[src/rtl/multicycle_control.sv]
// Control FSM for a multicycle MIPS-style datapath: a Moore machine whose outputs
// decode the current state, gated by mem_ready only where a memory handshake completes.
module multicycle_control (
  input  logic       clk,
  input  logic       nrst,
  input  logic [5:0] opcode,
  input  logic       mem_ready,
  output logic       pc_write,
  output logic       pc_write_cond,
  output logic       branch_ne,
  output logic       ir_write,
  output logic       i_or_d,
  output logic       read_mem,
  output logic       write_mem,
  output logic       write_reg,
  output logic       mem_to_reg,
  output logic       alu_src_a,
  output logic [1:0] reg_dst,
  output logic [1:0] alu_src_b,
  output logic [1:0] pc_source,
  output logic [5:0] alu_op,
  output logic [3:0] state
);

  typedef enum logic [3:0] {
    S_FETCH     = 4'd0,
    S_DECODE    = 4'd1,
    S_MEM_ADDR  = 4'd2,
    S_MEM_READ  = 4'd3,
    S_MEM_WB    = 4'd4,
    S_MEM_WRITE = 4'd5,
    S_R_EXEC    = 4'd6,
    S_R_WB      = 4'd7,
    S_BRANCH    = 4'd8,
    S_JUMP      = 4'd9,
    S_I_EXEC    = 4'd10,
    S_I_WB      = 4'd11,
    S_JAL       = 4'd12
  } state_t;

  localparam logic [5:0] OP_RTYPE = 6'b000000;
  localparam logic [5:0] OP_J     = 6'b000010;
  localparam logic [5:0] OP_JAL   = 6'b000011;
  localparam logic [5:0] OP_BEQ   = 6'b000100;
  localparam logic [5:0] OP_BNE   = 6'b000101;
  localparam logic [5:0] OP_ADDI  = 6'b001000;
  localparam logic [5:0] OP_ADDIU = 6'b001001;
  localparam logic [5:0] OP_SLTI  = 6'b001010;
  localparam logic [5:0] OP_SLTIU = 6'b001011;
  localparam logic [5:0] OP_ANDI  = 6'b001100;
  localparam logic [5:0] OP_ORI   = 6'b001101;
  localparam logic [5:0] OP_LUI   = 6'b001111;
  localparam logic [5:0] OP_LW    = 6'b100011;
  localparam logic [5:0] OP_SW    = 6'b101011;

  localparam logic [5:0] ALU_ADD   = 6'b000000;
  localparam logic [5:0] ALU_SUB   = 6'b000001;
  localparam logic [5:0] ALU_FUNCT = 6'b000010;

  state_t     state_q, state_d;
  logic [5:0] opcode_q, opcode_d;

  // Opcode is captured once in DECODE so later states ignore the live IR bits.
  always_comb begin
    opcode_d = (state_q == S_DECODE) ? opcode : opcode_q;
  end

  always_comb begin
    state_d = S_FETCH;
    case (state_q)
      S_FETCH:     state_d = mem_ready ? S_DECODE : S_FETCH;
      S_DECODE: begin
        case (opcode)
          OP_RTYPE:                 state_d = S_R_EXEC;
          OP_LW, OP_SW:             state_d = S_MEM_ADDR;
          OP_BEQ, OP_BNE:           state_d = S_BRANCH;
          OP_J:                     state_d = S_JUMP;
          OP_JAL:                   state_d = S_JAL;
          OP_ADDI, OP_ADDIU, OP_SLTI, OP_SLTIU,
          OP_ANDI, OP_ORI, OP_LUI:  state_d = S_I_EXEC;
          default:                  state_d = S_FETCH;
        endcase
      end
      S_MEM_ADDR:  state_d = (opcode_q == OP_SW) ? S_MEM_WRITE : S_MEM_READ;
      S_MEM_READ:  state_d = mem_ready ? S_MEM_WB : S_MEM_READ;
      S_MEM_WB:    state_d = S_FETCH;
      S_MEM_WRITE: state_d = mem_ready ? S_FETCH : S_MEM_WRITE;
      S_R_EXEC:    state_d = S_R_WB;
      S_R_WB:      state_d = S_FETCH;
      S_BRANCH:    state_d = S_FETCH;
      S_JUMP:      state_d = S_FETCH;
      S_I_EXEC:    state_d = S_I_WB;
      S_I_WB:      state_d = S_FETCH;
      S_JAL:       state_d = S_FETCH;
      default:     state_d = S_FETCH;
    endcase
  end

  always_ff @(posedge clk) begin
    if (!nrst) begin
      state_q  <= S_FETCH;
      opcode_q <= 6'b000000;
    end else begin
      state_q  <= state_d;
      opcode_q <= opcode_d;
    end
  end

  // Outputs are held at zero during reset so FETCH's read_mem never reaches memory.
  always_comb begin
    pc_write      = 1'b0;
    pc_write_cond = 1'b0;
    branch_ne     = 1'b0;
    ir_write      = 1'b0;
    i_or_d        = 1'b0;
    read_mem      = 1'b0;
    write_mem     = 1'b0;
    write_reg     = 1'b0;
    mem_to_reg    = 1'b0;
    alu_src_a     = 1'b0;
    reg_dst       = 2'd0;
    alu_src_b     = 2'd0;
    pc_source     = 2'd0;
    alu_op        = ALU_ADD;
    state         = 4'd0;
    if (nrst) begin
      state = state_q;
      case (state_q)
        S_FETCH: begin
          read_mem  = 1'b1;
          alu_src_b = 2'd1;
          ir_write  = mem_ready;
          pc_write  = mem_ready;
        end
        S_DECODE: begin
          alu_src_b = 2'd3;
        end
        S_MEM_ADDR: begin
          alu_src_a = 1'b1;
          alu_src_b = 2'd2;
        end
        S_MEM_READ: begin
          read_mem = 1'b1;
          i_or_d   = 1'b1;
        end
        S_MEM_WB: begin
          write_reg  = 1'b1;
          mem_to_reg = 1'b1;
        end
        S_MEM_WRITE: begin
          write_mem = 1'b1;
          i_or_d    = 1'b1;
        end
        S_R_EXEC: begin
          alu_src_a = 1'b1;
          alu_op    = ALU_FUNCT;
        end
        S_R_WB: begin
          write_reg = 1'b1;
          reg_dst   = 2'd1;
        end
        S_BRANCH: begin
          alu_src_a     = 1'b1;
          alu_op        = ALU_SUB;
          pc_write_cond = 1'b1;
          pc_source     = 2'd1;
          branch_ne     = (opcode_q == OP_BNE);
        end
        S_JUMP: begin
          pc_write  = 1'b1;
          pc_source = 2'd2;
        end
        S_I_EXEC: begin
          alu_src_a = 1'b1;
          alu_src_b = 2'd2;
          alu_op    = (opcode_q == OP_ADDI || opcode_q == OP_ADDIU) ? ALU_ADD : opcode_q;
        end
        S_I_WB: begin
          write_reg = 1'b1;
        end
        S_JAL: begin
          pc_write  = 1'b1;
          pc_source = 2'd2;
          write_reg = 1'b1;
          reg_dst   = 2'd2;
        end
        default: begin
          state = state_q;
        end
      endcase
    end
  end

endmodule

[config.mk]
export PLATFORM = sky130hd
export DESIGN_NAME = multicycle_control
export DESIGN_NICKNAME = d
export VERILOG_FILES = /design/src/rtl/multicycle_control.sv
export SDC_FILE = /design/constraint.sdc
export NUM_CORES = 1
export LEC_CHECK = 0
export CAP_MARGIN = 20
export CORE_MARGIN = 4
export CORE_UTILIZATION = 46
export DETAILED_ROUTE_END_ITERATION = 12
export GPL_ROUTABILITY_DRIVEN = 0
export HOLD_SLACK_MARGIN = 0.12
export PLACE_DENSITY = 0.84
export SETUP_SLACK_MARGIN = 0.02
export SKIP_LAST_GASP = 1
export SYNTH_ARGS = -nofsm -noshare
export SYNTH_HDL_FRONTEND = slang
export SYNTH_SLANG_ARGS = --single-unit
export TNS_END_PERCENT = 50
[constraint.sdc]
create_clock -name clk -period 3.3 [get_ports clk]
set_input_delay 0.66 -clock clk [delete_from_list [all_inputs] [get_ports clk]]
set_output_delay 0.66 -clock clk [all_outputs]
set_load 0.02 [all_outputs]
# Word-level counts from Yosys, hierarchy flattened
# Memory sizes are Yosys's and may differ from the RTL's.
# Cells that the tools add are included.
# Widths: inputs -> output; s select.
[word_totals] input_bits=9 n_memories=1 mem_bits_ro=256 out_inout_bits=26 reg_bits=10 wordCells=62
[op_classes] muxes=35 n_reduce_logical=8 n_eq_ne=16
[memory_table] name="(no name shown)" words=64 word_bits=4 rd=1 rd_clocked_by_memory_dff=0 write_ports=0 line_no="73" rtl="case (opcode)"
[ops] op="$pmux 4 s7" n=1
[ops] op="$eq 4x4->1 const B" n=5
[ops] op="$mux 1" n=20
[ops] op="$pmux 6 s3" n=1
[ops] op="$eq 4x3->1 const B" n=4
[ops] op="$eq 6x4->1 const B" n=2
[ops] op="$mux 6" n=2
[ops] op="$mux 3" n=3
[ops] op="$eq 4x2->1 const B" n=2
[ops] op="$pmux 2 s2" n=2
[ops] op="$reduce_or 2->1" n=4
[ops] op="$reduce_or 4->1" n=2
[ops] op="$eq 6x3->1 const B" n=1
[ops] op="$eq 6x6->1 const B" n=1
[ops] op="$mux 2" n=3
[ops] op="$pmux 2 s3" n=1
[ops] op="$eq 4x1->1 const B" n=1
[ops] op="$logic_not 4->1" n=1
[ops] op="$mux 4" n=1
[ops] op="$pmux 1 s2" n=1
[ops] op="$logic_or 1x1->1" n=1

# Longest topological paths before layout
[depth] ltp_word=5 ltp_mapped=6

# Worst setup path after synthesis
# No wires, ideal clock.
[synth_path] kind="input port to output port" start="input nrst" end="output branch_ne" path_slack_ns=0.690 t_required_ns=2.640 path_stages=3 arrival_time_ns=1.950 cell_sequence="nand2_1 -> nor4_1 -> and3_1"
[synth_between] elab_chain_len=1
[synth_rtl] item="start, declared" line_no="5" rtl="input logic nrst,"
[synth_rtl] item="$mux 1" line_no="126" rtl="if (nrst) begin"
[synth_rtl] item="end, declared" line_no="10" rtl="output logic branch_ne,"
# No other way between the ends.

# Worst setup path after layout
# Same ends and word-level chain as after synthesis.

==> results by group <==
Layout
  – N_diodes: 0
  – Final core utilization: 0.710
  – Synth-to-Final Area Change: 41.7%
  – Share of cells above drive strength 1: 0.0552
  – FF+latch area: 200 um2
  – Fill cells: ~170
  – Footprint of the multi-input gates: about 640 um2
  – Layout net count: between 150 and 200

Worst setup path
  – R2r setup slk: 1.44 ns
  – Startpoint type of the worst setup path: primary input
  – Critical path origin: nrst
  – Worst setup EP type: output port
  – Reg-to-Reg End: state_q[1]
  – FF-to-FF path depth: 4
  – WP data required: 2.64 ns
  – CP max FO: 4
  – CP Class: primary input to output port
  – Reg2Reg Launch Point: state_q[2]
  – CP arrival: 2.40 ns
  – CP Capture Point: branch_ne

CTS
  – H-tree depth: 1
  – Root Buffer Master: clkbuf_4
  – Post-CTS setup buffer count: 0
  – TritonCTS Sinks: 10
  – Post-cts gate resize count: 0
  – CTS Buf Count: 3
  – Hold buffer count at cts: 0
  – Worst-Skew Late Latency: 0.27 ns
  – CTS tree: built
  – Clk slew on worst S/H paths: 0.06 ns
  – Clock Path Buffers: 2

Global routing
  – Total GRT Usage: 0.189
  – Met2 Use GR: 0.347
  – Largest net degree at the start of global routing: 25
  – Gr busiest metal: met2
  – First-pass GRT wire length: slightly below 4 mm
  – Met1 usage: 0.222
  – Met3 Use GR: 0.0285
  – Initial antenna violation count: 0
  – Vias in the first global route: 924
  – Total gr overflow: 0

Timing
  – Tmin final: 3.06 ns
  – RSZ-0062 raised after global routing: no
  – Final worst slack: approximately 0.24 ns
  – Worst Clk Skew: 0.00294 ns
  – Slew at the pin with the worst max-slew slack: 0.734 ns
  – Hold Worst Slack: 0.482 ns
  – Final setup viols: 0
  – Crit share post-route: 0.929
  – Max Clk Rate: 326 MHz
  – Setup TNS: 0 ns
  – Rel. slew slack: 0.510
  – Final Hold Fails: 0
  – Slew Viols, Final: 0

Floorplan
  – Die area: 0.00274 mm2
  – I/O pin count: 35
  – Starting Density: 0.501
  – DIE WIDTH: 52.3 um
  – DIE HEIGHT: 52.3 um
  – Core area: 0.00180 mm2
  – Row cnt: 15

Synthesis
  – Post-synth design cell area: 903 um2
  – Compound-Gate Fraction of Synth Area: 0.187
  – Unique cell type count in the Yosys netlist: 43
  – Post-Synth Simple-Gate Area: 0.438
  – Mux share of post-synthesis cell area: 0.0235
  – Fraction of registers with async set/reset: 0
  – Seq cells post-synth: 10
  – Syn nets: 143
  – Xor/xnor cell area share of the yosys netlist: 0.0194
  – Most numerous cell in the Yosys netlist: nor2_1
  – Seq/Total Area, Yosys: 0.222
  – Post-Synth Adder-Cell Area: 0.0416
  – Main combinational cell family by area after synthesis: simple AND/OR/NAND/NOR gates
  – Yosys top cell area share: 0.222
  – Most common flop cell mapped by yosys: dfxtp_1
  – Synth area leaders: dfxtp_1 (22%), nor2_1 (7.9%), nand2_1 (6.2%)
  – EDFF count, synth: 0
  – Ys Warns: 0
  – Post-synth top cells: nor2_1 (19), nand2_1 (15), a21oi_1 (11)
  – Synthesized area per cell: 6.90 um2
  – Post-Synthesis Cells: 131
  – Synth area leader: dfxtp_1

Pwr
  – P_leak: 0.502 nW
  – Psw: about 0.10 mW
  – Sw frac: 0.321
  – Comb power frac: 0.294
  – Clock network fraction of total power: 0.260
  – Pint: approximately 0.21 mW
  – Flop pwr share: 0.445
  – Worst VDD drop: 0.250 mV
  – P per Cell Area: roughly 250 mW/mm2

Route
  – DRC: 0
  – Routed len/inst: 12.9 um
  – DRT iter0 DRCs: 13
  – Via Count: approximately 1,000
  – Drt total wl: 2.42 mm
  – ANT nets after route: 0
  – First drt pass iteration count: 4
  – Vias per inst: 5.48

Placed design
  – HPWL Detailed: 1.94 mm
  – Pre-CTS WS: 0.236 ns
  – I/O Buffers: 34

Job
  – Max-cap violations: 0

Status
  – Status: finished, final reports clean

Hold path
  – Hold Path Class: flop to flop
-- sequential cells by signal (all words and copies together) (netlist names) --
name / cells
state_q: 4
opcode_q: 6
-- layout make-up --
class,count,area share
multi-input combinational,107,0.500
clock buffer,3,0.0176
timing repair buffer,37,0.283
sequential,10,0.156
tap,25,0.0244
inverter,6,0.0176
-- how the worst min path moves through the flow --
stage | end | slack, ns | cells past startpoint | start
after floorplan | opcode_q[4] | 0.45 | 2 | opcode_q[4]
after global placement | opcode_q[5] | 0.47 | 2 | opcode_q[5]
after detailed placement | opcode_q[5] | 0.48 | 2 | opcode_q[5]
after CTS | opcode_q[5] | 0.49 | 2 | opcode_q[5]
after global routing | opcode_q[5] | 0.53 | 2 | opcode_q[5]
final | opcode_q[5] | 0.48 | 2 | opcode_q[5]
-- kinds of logic after synthesis --
family / after synthesis
AND/OR/NAND/NOR: 73
AO/OA/AOI/OAI: 27
buffers and inverters: 14
flip-flops: 10
adder cells (fa/ha/maj): 3
XOR/XNOR: 2
multiplexers: 2
-- layout by cell type, fill, tap and decap left out, drive strengths merged, types with 2 or more instances in the layout --
cell,count
a21oi,11
a22oi,2
a31oi,3
and2,5
and3,5
and4,2
buf,3
clkbuf,3
clkdlybuf4s50,34
dfxtp,10
ha,3
inv,6
nand2,15
nand2b,3
nand3b,2
nor2,19
nor2b,5
nor3,7
nor4,2
o21ai,3
-- per-stage QoR --
stage               instances  power, mW  cell area, um2
floorplan                 131      0.197             903
global placement          185      0.234            1260
detailed placement        185      0.236            1260
CTS                       188      0.316            1280
global route              188      0.333            1280
finish                    188      0.316            1280
-- critical path, stage by stage --
cell and delay [ns]:
clkdlybuf4s50_1 0.53, nand2_1 0.10, nor4_1 0.20, buf_4 0.17
and3_1 0.14, clkdlybuf4s50_1 0.60
-- power groups by stage --
stage,combinational [mW],sequential (mW),clock [mW]
global placement,0.0909,0.143,0
floorplan,0.0609,0.136,0
detailed placement,0.0927,0.143,0
global route,0.103,0.142,0.0879
CTS,0.0934,0.141,0.0818
finish,0.0929,0.141,0.0822
-- routing by layer --
metal | wire, um | part of all wire
met5 | 0 | 0
met4 | 34 | 0.014
met3 | 160 | 0.066
met2 | 1160 | 0.48
met1 | 1060 | 0.44
No activity file was read; power rests on OpenSTA's default activity.
